### src/rtl/mux_arbiter.sv
// Two-requester round-robin arbiter driving the 2:1 operand mux select; optional ARB_BEAT_LIMIT_EN forces rotation after MAX_BEATS beats.
// Latency: grant/sel registered 1 cycle after request; out_valid/out_data combinational from state and inputs.
// Backpressure: out_ready low stalls the beat (no count); dropping the request abandons it, nothing is replayed.
module mux_arbiter #(
  parameter int WIDTH     = 8,
  parameter int MAX_BEATS = 4
) (
  input  logic             clk,
  input  logic             rst,
  input  logic             req0,
  input  logic [WIDTH-1:0] x,
  input  logic             req1,
  input  logic [WIDTH-1:0] y,
  input  logic             out_ready,
  output logic             gnt0,
  output logic             gnt1,
  output logic             sel,
  output logic             out_valid,
  output logic [WIDTH-1:0] out_data
);

  localparam int CNT_W = (MAX_BEATS > 1) ? $clog2(MAX_BEATS) : 1;

  typedef enum logic [1:0] {
    IDLE = 2'd0,
    G0   = 2'd1,
    G1   = 2'd2
  } state_t;

  state_t           state;
  logic             lp;
  logic [CNT_W-1:0] cnt;
  logic             beat;
  logic             limit_hit;

  assign out_valid = ((state == G0) && req0) || ((state == G1) && req1);
  assign out_data  = sel ? y : x;
  assign beat      = out_valid & out_ready;

`ifdef ARB_BEAT_LIMIT_EN
  localparam logic [CNT_W-1:0] LAST_BEAT = CNT_W'(MAX_BEATS - 1);
  assign limit_hit = beat && (cnt == LAST_BEAT);
`else
  assign limit_hit = 1'b0;
`endif

  always_ff @(posedge clk) begin
    if (rst) begin
      state <= IDLE;
      gnt0  <= 1'b0;
      gnt1  <= 1'b0;
      sel   <= 1'b0;
      cnt   <= '0;
      lp    <= 1'b1;
    end else begin
      case (state)
        IDLE: begin
          cnt <= '0;
          // lp==1 means requester 1 was served last, so 0 wins a tie
          if (req0 && (!req1 || lp)) begin
            state <= G0;
            gnt0  <= 1'b1;
            gnt1  <= 1'b0;
            sel   <= 1'b0;
            lp    <= 1'b0;
          end else if (req1) begin
            state <= G1;
            gnt0  <= 1'b0;
            gnt1  <= 1'b1;
            sel   <= 1'b1;
            lp    <= 1'b1;
          end
        end

        G0: begin
          if (!req0 || limit_hit) begin
            cnt <= '0;
            if (req1) begin
              state <= G1;
              gnt0  <= 1'b0;
              gnt1  <= 1'b1;
              sel   <= 1'b1;
              lp    <= 1'b1;
            end else if (!req0) begin
              state <= IDLE;
              gnt0  <= 1'b0;
              gnt1  <= 1'b0;
            end
          end else if (beat) begin
            cnt <= cnt + CNT_W'(1);
          end
        end

        G1: begin
          if (!req1 || limit_hit) begin
            cnt <= '0;
            if (req0) begin
              state <= G0;
              gnt0  <= 1'b1;
              gnt1  <= 1'b0;
              sel   <= 1'b0;
              lp    <= 1'b0;
            end else if (!req1) begin
              state <= IDLE;
              gnt0  <= 1'b0;
              gnt1  <= 1'b0;
            end
          end else if (beat) begin
            cnt <= cnt + CNT_W'(1);
          end
        end

        default: begin
          state <= IDLE;
          gnt0  <= 1'b0;
          gnt1  <= 1'b0;
          cnt   <= '0;
        end
      endcase
    end
  end

endmodule

### config.mk
export PLATFORM = sky130hd
export DESIGN_NAME = mux_arbiter
export DESIGN_NICKNAME = d
export VERILOG_FILES = /design/src/rtl/mux_arbiter.sv
export SDC_FILE = /design/constraint.sdc
export NUM_CORES = 1
export LEC_CHECK = 0
export ABC_AREA = 0
export ABC_CLOCK_PERIOD_IN_PS = 1640
export BUFFER_PORTS_ARGS = -buffer_cell sky130_fd_sc_hd__clkbuf_2
export CELL_PAD_IN_SITES_DETAIL_PLACEMENT = 1
export CELL_PAD_IN_SITES_GLOBAL_PLACEMENT = 1
export CORE_AREA = 4 4 48 50
export DETAILED_ROUTE_END_ITERATION = 7
export DIE_AREA = 0 0 52 54
export MAX_ROUTING_LAYER = met4
export PLACE_DENSITY_LB_ADDON = 0.3
export SYNTH_ARGS = -nofsm -noshare
export SYNTH_HDL_FRONTEND = slang
export SYNTH_SLANG_ARGS = --single-unit
### constraint.sdc
create_clock -name clk -period 1.64 [get_ports clk]
set_input_delay 0.082 -clock clk [delete_from_list [all_inputs] [get_ports clk]]
set_output_delay 0.082 -clock clk [all_outputs]
set_load 0.02 [all_outputs]
# Word-level counts from Yosys, hierarchy flattened
# Index checks and enable logic that the tools add are counted.
totals:
  register_bits: 6
  input_bits: 21
  output_inout_bits: 12
  wordCells: 51
op_classes:
  n_eq_ne: 6
  mux: 30
  n_reduce_logical: 10
op_table:
  columns: ["operator", "n"]
  rows:
  - ["two-way mux 1 bit", 19]
  - ["case mux 1 bit (3 select lines)", 4]
  - ["two-way mux 2 bit", 5]
  - ["two-way mux 8 bit", 1]
  - ["!= test 2 bit (second input constant)", 3]
  - ["case mux 2 bit (3 select lines)", 1]
  - ["AND reduction 4 bit", 1]
  - ["logical AND 1 bit", 3]
  - ["!= test 3 bit (second input constant)", 1]
  - ["AND reduction 3 bit", 1]
  - ["nonzero test 3 bit", 1]
  - ["equality test 2 x 1 -> 1 bit (second input constant)", 1]
  - ["equality test 2 bit (second input constant)", 1]
  - ["logical NOT 2 bit", 1]
  - ["logical OR 1 bit", 2]
  - ["logical NOT 1 bit", 1]

# Depth between registers and ports, before layout
depth:
  word_depth: 5
  mapped_depth: 5
  depth_no_buf: 5

# Worst setup path after synthesis
# Ideal clock, no wire load.
synth_path:
  path_type: "flip-flop to flip-flop"
  startpoint: "register state[0]"
  endpoint: "register gnt0"
  setup_ns: 0.117
  arrival_time_ns: 1.469
  required_ns: 1.523
  slack_ns: 0.054
  stages_incl_launch_ff: 6
  n_path_buf: 0
  synth_period_minus_slack_ns: 1.586
  path_cell_list: "dfxtp_1 -> inv_1 -> ha_1 -> a22o_1 -> o21a_1 -> a22o_1"
synth_between:
  elab_chain_cells: 3
  elab_cells_between_ends: 8
  classes_between: "eq/ne: 5; mux: 1; reduce/logical: 2"
synth_lines:
  columns: ["element", "line_no", "rtl"]
  rows:
  - ["start, declared", "30", "state_t state;"]
  - ["start signal, assigned", "49", "state <= IDLE;"]
  - ["start signal, assigned", "61", "state <= G0;"]
  - ["start signal, assigned", "67", "state <= G1;"]
  - ["equality test 2 bit, or another cell as far along", "56", "case (state)"]
  - ["!= test 2 bit (no line) / != test 3 bit (equally long branches)", null, null]
  - ["AND reduction 3 bit (no line)", null, null]
  - ["end signal, assigned", "50", "gnt0 <= 1'b0;"]
  - ["end signal, assigned", "62", "gnt0 <= 1'b1;"]
  - ["end signal, assigned", "68", "gnt0 <= 1'b0;"]
  - ["end, declared", "15", "output logic gnt0,"]
# Parallel ways exist; a longest one is shown, timed or not.
# A chain may end at the register's enable or synchronous reset.

# Worst setup path after layout
layout_path:
  startpoint: "register state[0]"
  endpoint: "register state[0]"
layout_between:
  elab_chain_cells: 3
  elab_cells_between_ends: 8
  classes_between: "eq/ne: 5; mux: 1; reduce/logical: 2"
layout_lines:
  columns: ["element", "line_no"]
  rows:
  - ["equality test 2 bit, or another cell as far along", "56"]
  - ["!= test 2 bit (no line) / != test 3 bit (equally long branches)", null]
  - ["AND reduction 3 bit (no line)", null]
# Parallel ways exist; a longest one is shown, timed or not.

==> reports/metrics.csv <==
stage;metric;value;unit
run_status;status;complete, no violations;
final_layout;nets@finish;114;
global_routing;grt total ovfl;0;
placed_design;Area after DPL;704;um^2
hold_path;worst min-delay path class;in2reg;
logic_synthesis;Top FF cell, synth;dfxtp_1;
logic_synthesis;Netlist cell types;23;
placed_design;gpl congestion;0.727;
timing;Final Max Tran Viols;0;
clock_network;htree depth;1;
worst_setup_path;crit path capture;state[0]$_SDFFE_PP0P_;
timing;relative slew slack;73.5;%
route;final wirelength;1.38;mm
final_layout;Syn-to-layout area delta;43.8;%
clock_network;Post-CTS Resized;0;
global_routing;met1 Usage GRT;9.72;%
power;pwr dens;910;nW/um^2
die;Initial Util;26.6;%
worst_setup_path;Setup CP Type;reg2reg;
logic_synthesis;Mean Syn Cell Area;9.91;um^2
global_routing;met3 Use GR;6.65;%
route;wire per inst;12.2;um
timing;min cycle time layout;1.55;ns
clock_network;total CTS buffers;3;
logic_synthesis;top cells by count, synth;mux2_2 (8), dfxtp_1 (6), ha_1 (5), inv_1 (5);
worst_setup_path;Worst Setup SP;state[0]$_SDFFE_PP0P_;
final_layout;share of layout cells above drive strength 1;57.0;%
die;Row Count;16;
timing;Slew @ Worst Pin;0.397;ns
run;max-cap viol count;0;
logic_synthesis;largest cells by area after synthesis;dfxtp_1 (24%), mux2_2 (18%), ha_1 (12%);
clock_network;Hold Buf Count CTS;0;
logic_synthesis;gate count of the mapped netlist;51;
worst_setup_path;Critical R2R Launch;state[0]$_SDFFE_PP0P_;
timing;top achievable clock speed;645;MHz
clock_network;worst skew pair latency;0.24;ns
die;CORE AREA;1900;um^2
timing;RSZ-0062 raised after global routing;false;
worst_setup_path;r2r setup slk;0.09;ns
final_layout;FF/Latch Area;120;um^2
logic_synthesis;Synth area leader;dfxtp_1;
timing;Final Hold Viols;0;
route;Avg Vias per Cell;4.73;
timing;setup TNS;0;ns
global_routing;vias in the first global route;533;
placed_design;IO Port Bufs;31;
timing;fin crit share;94.5;%
route;initial DRC count;6;
clock_network;CTS clk-pin slew, worst paths;0.04;ns
worst_setup_path;CP Max Fanout;6;
die;I/O pins;33;
logic_synthesis;register bit total from synthesis;6;
logic_synthesis;Post-Syn Area;505;um^2
route;Post-DRT Antenna Nets;0;
global_routing;pin count of the biggest net entering global routing;11;
timing;Worst Clk Skew;0.000404;ns
global_routing;Total Routing Usage GR;11.1;%
die;die width;52;um
worst_setup_path;Reg-to-Reg End;state[0]$_SDFFE_PP0P_;
final_layout;fillers;245;
clock_network;CTS root buffer;clkbuf_4;
logic_synthesis;Ys Warns;0;
global_routing;first-pass GRT wire length;2.24;mm
logic_synthesis;Async SR Flop Fraction;0;%
final_layout;multi-input combinational cell area;362;um^2
worst_setup_path;CP arrival;1.68;ns
clock_network;Clock Tree Buf Depth;2;
clock_network;CTS tree;yes;
final_layout;Layout Utilization;38.2;%
die;die area;2810;um^2
final_layout;# diodes;0;
worst_setup_path;Worst setup SP type;flop;
global_routing;met2 Track Usage GR;20.9;%
placed_design;DP HPWL;1.20;mm
power;Max rail drop VDD;0.573;mV
route;via count;535;
logic_synthesis;syn_nets;77;
worst_setup_path;Worst setup EP type;flop;
logic_synthesis;Yosys top cell area share;23.8;%
global_routing;initial antenna violation count;0;
logic_synthesis;count leader, synth;mux2_2;
final_layout;fin area;727;um^2
clock_network;# Post-CTS Setup Buffers;0;
worst_setup_path;Worst EP required;1.77;ns
worst_setup_path;Reg2Reg Depth;5;
timing;Setup-failing EPs final;0;
logic_synthesis;Seq/Total Area, Yosys;23.8;%
die;die height;54;um
global_routing;gr busiest metal;met2;
route;1st-pass router iterations;4;
route;DRC viols;0;
clock_network;Sink Count;6;
power;LEAKAGE;0.350;nW
logic_synthesis;EDFF count, synth;0;
==> cell usage in the layout, fill, tap and decap left out, drive strengths merged <==
master,count
a2111oi,1
a21oi,3
a22o,3
a2bb2o,1
a311oi,1
buf,2
clkbuf,34
dfxtp,6
ha,5
inv,5
mux2,8
nand2,1
nand2b,3
nand3b,1
nor2,2
nor2b,1
nor3,1
nor3b,2
o2111ai,1
o21a,1
o21ai,3
or2,1
==> through the flow <==
step | worst slack [ns] | hold WS [ns] | power [mW] | cells
final | 0.0897 | 0.0657 | 0.662 | 113
after floorplan | 0.0543 | 0.151 | 0.427 | 51
after CTS | 0.0692 | 0.0627 | 0.674 | 113
after global routing | 0.000479 | 0.0762 | 0.722 | 113
after global placement | 0.111 | 0.315 | 0.527 | 110
after detailed placement | 0.0843 | 0.309 | 0.533 | 110
==> layer usage <==
| layer | vias to the layer above | share of wire (%) |
|---|---|---|
| li1 | 255 | - |
| met1 | 253 | 34 |
| met2 | 27 | 53 |
| met3 | 0 | 13 |
| met4 | 0 | 0 |
| met5 | - | 0 |
==> worst max-delay path: stages, from the launching register on <==
cell and delay (ns):
dfxtp_1 0.30, buf_4 0.14, ha_1 0.29, a22o_1 0.24
o21a_1 0.23, a22o_1 0.24
==> final cells by class <==
cell class                      count  share of cell area (%)
Clock buffer                        3                    3.10
Inverter                            5                    2.58
Multi-Input combinational cell     39                    49.7
Sequential cell                     6                    16.5
Tap cell                           27                    4.65
Timing Repair Buffer               33                    23.4
==> state kept, by name, summed over array words and instances (netlist names) <==
name and count:
state 2, gnt0 1, gnt1 1, lp 1
sel 1
==> worst min-delay path by stage <==
| stage | slack (ns) | to | start | cells past startpoint |
|---|---|---|---|---|
| after floorplan | 0.15 | gnt1$_SDFFE_PP0P_ | rst | 1 |
| after global placement | 0.32 | gnt1$_SDFFE_PP0P_ | rst | 2 |
| after detailed placement | 0.31 | gnt1$_SDFFE_PP0P_ | rst | 2 |
| after CTS | 0.06 | gnt1$_SDFFE_PP0P_ | rst | 2 |
| after global routing | 0.08 | gnt1$_SDFFE_PP0P_ | rst | 2 |
| final | 0.07 | gnt1$_SDFFE_PP0P_ | rst | 2 |
==> kinds of logic (layout without fill, tap and decap cells) <==
| logic type | after synthesis | in the layout | share of synthesized area (%) |
|---|---|---|---|
| multiplexers | 8 | 8 | 17.8 |
| AND/OR/NAND/NOR | 12 | 12 | 15.8 |
| flip-flops | 6 | 6 | 23.8 |
| adder cells (fa/ha/maj) | 5 | 5 | 12.4 |
| AO/OA/AOI/OAI | 14 | 14 | 25.5 |
| buffers and inverters | 6 | 41 | 4.70 |
==> power by group <==
part	total [mW]	internal [mW]	switching [mW]	leakage, nW
combinational	0.327	0.159	0.167	0.286
clock	0.136	0.0828	0.0531	0.0138
sequential	0.199	0.171	0.0283	0.0495
total	0.662	0.413	0.249	0.350
No activity file was read; power rests on OpenSTA's default activity.
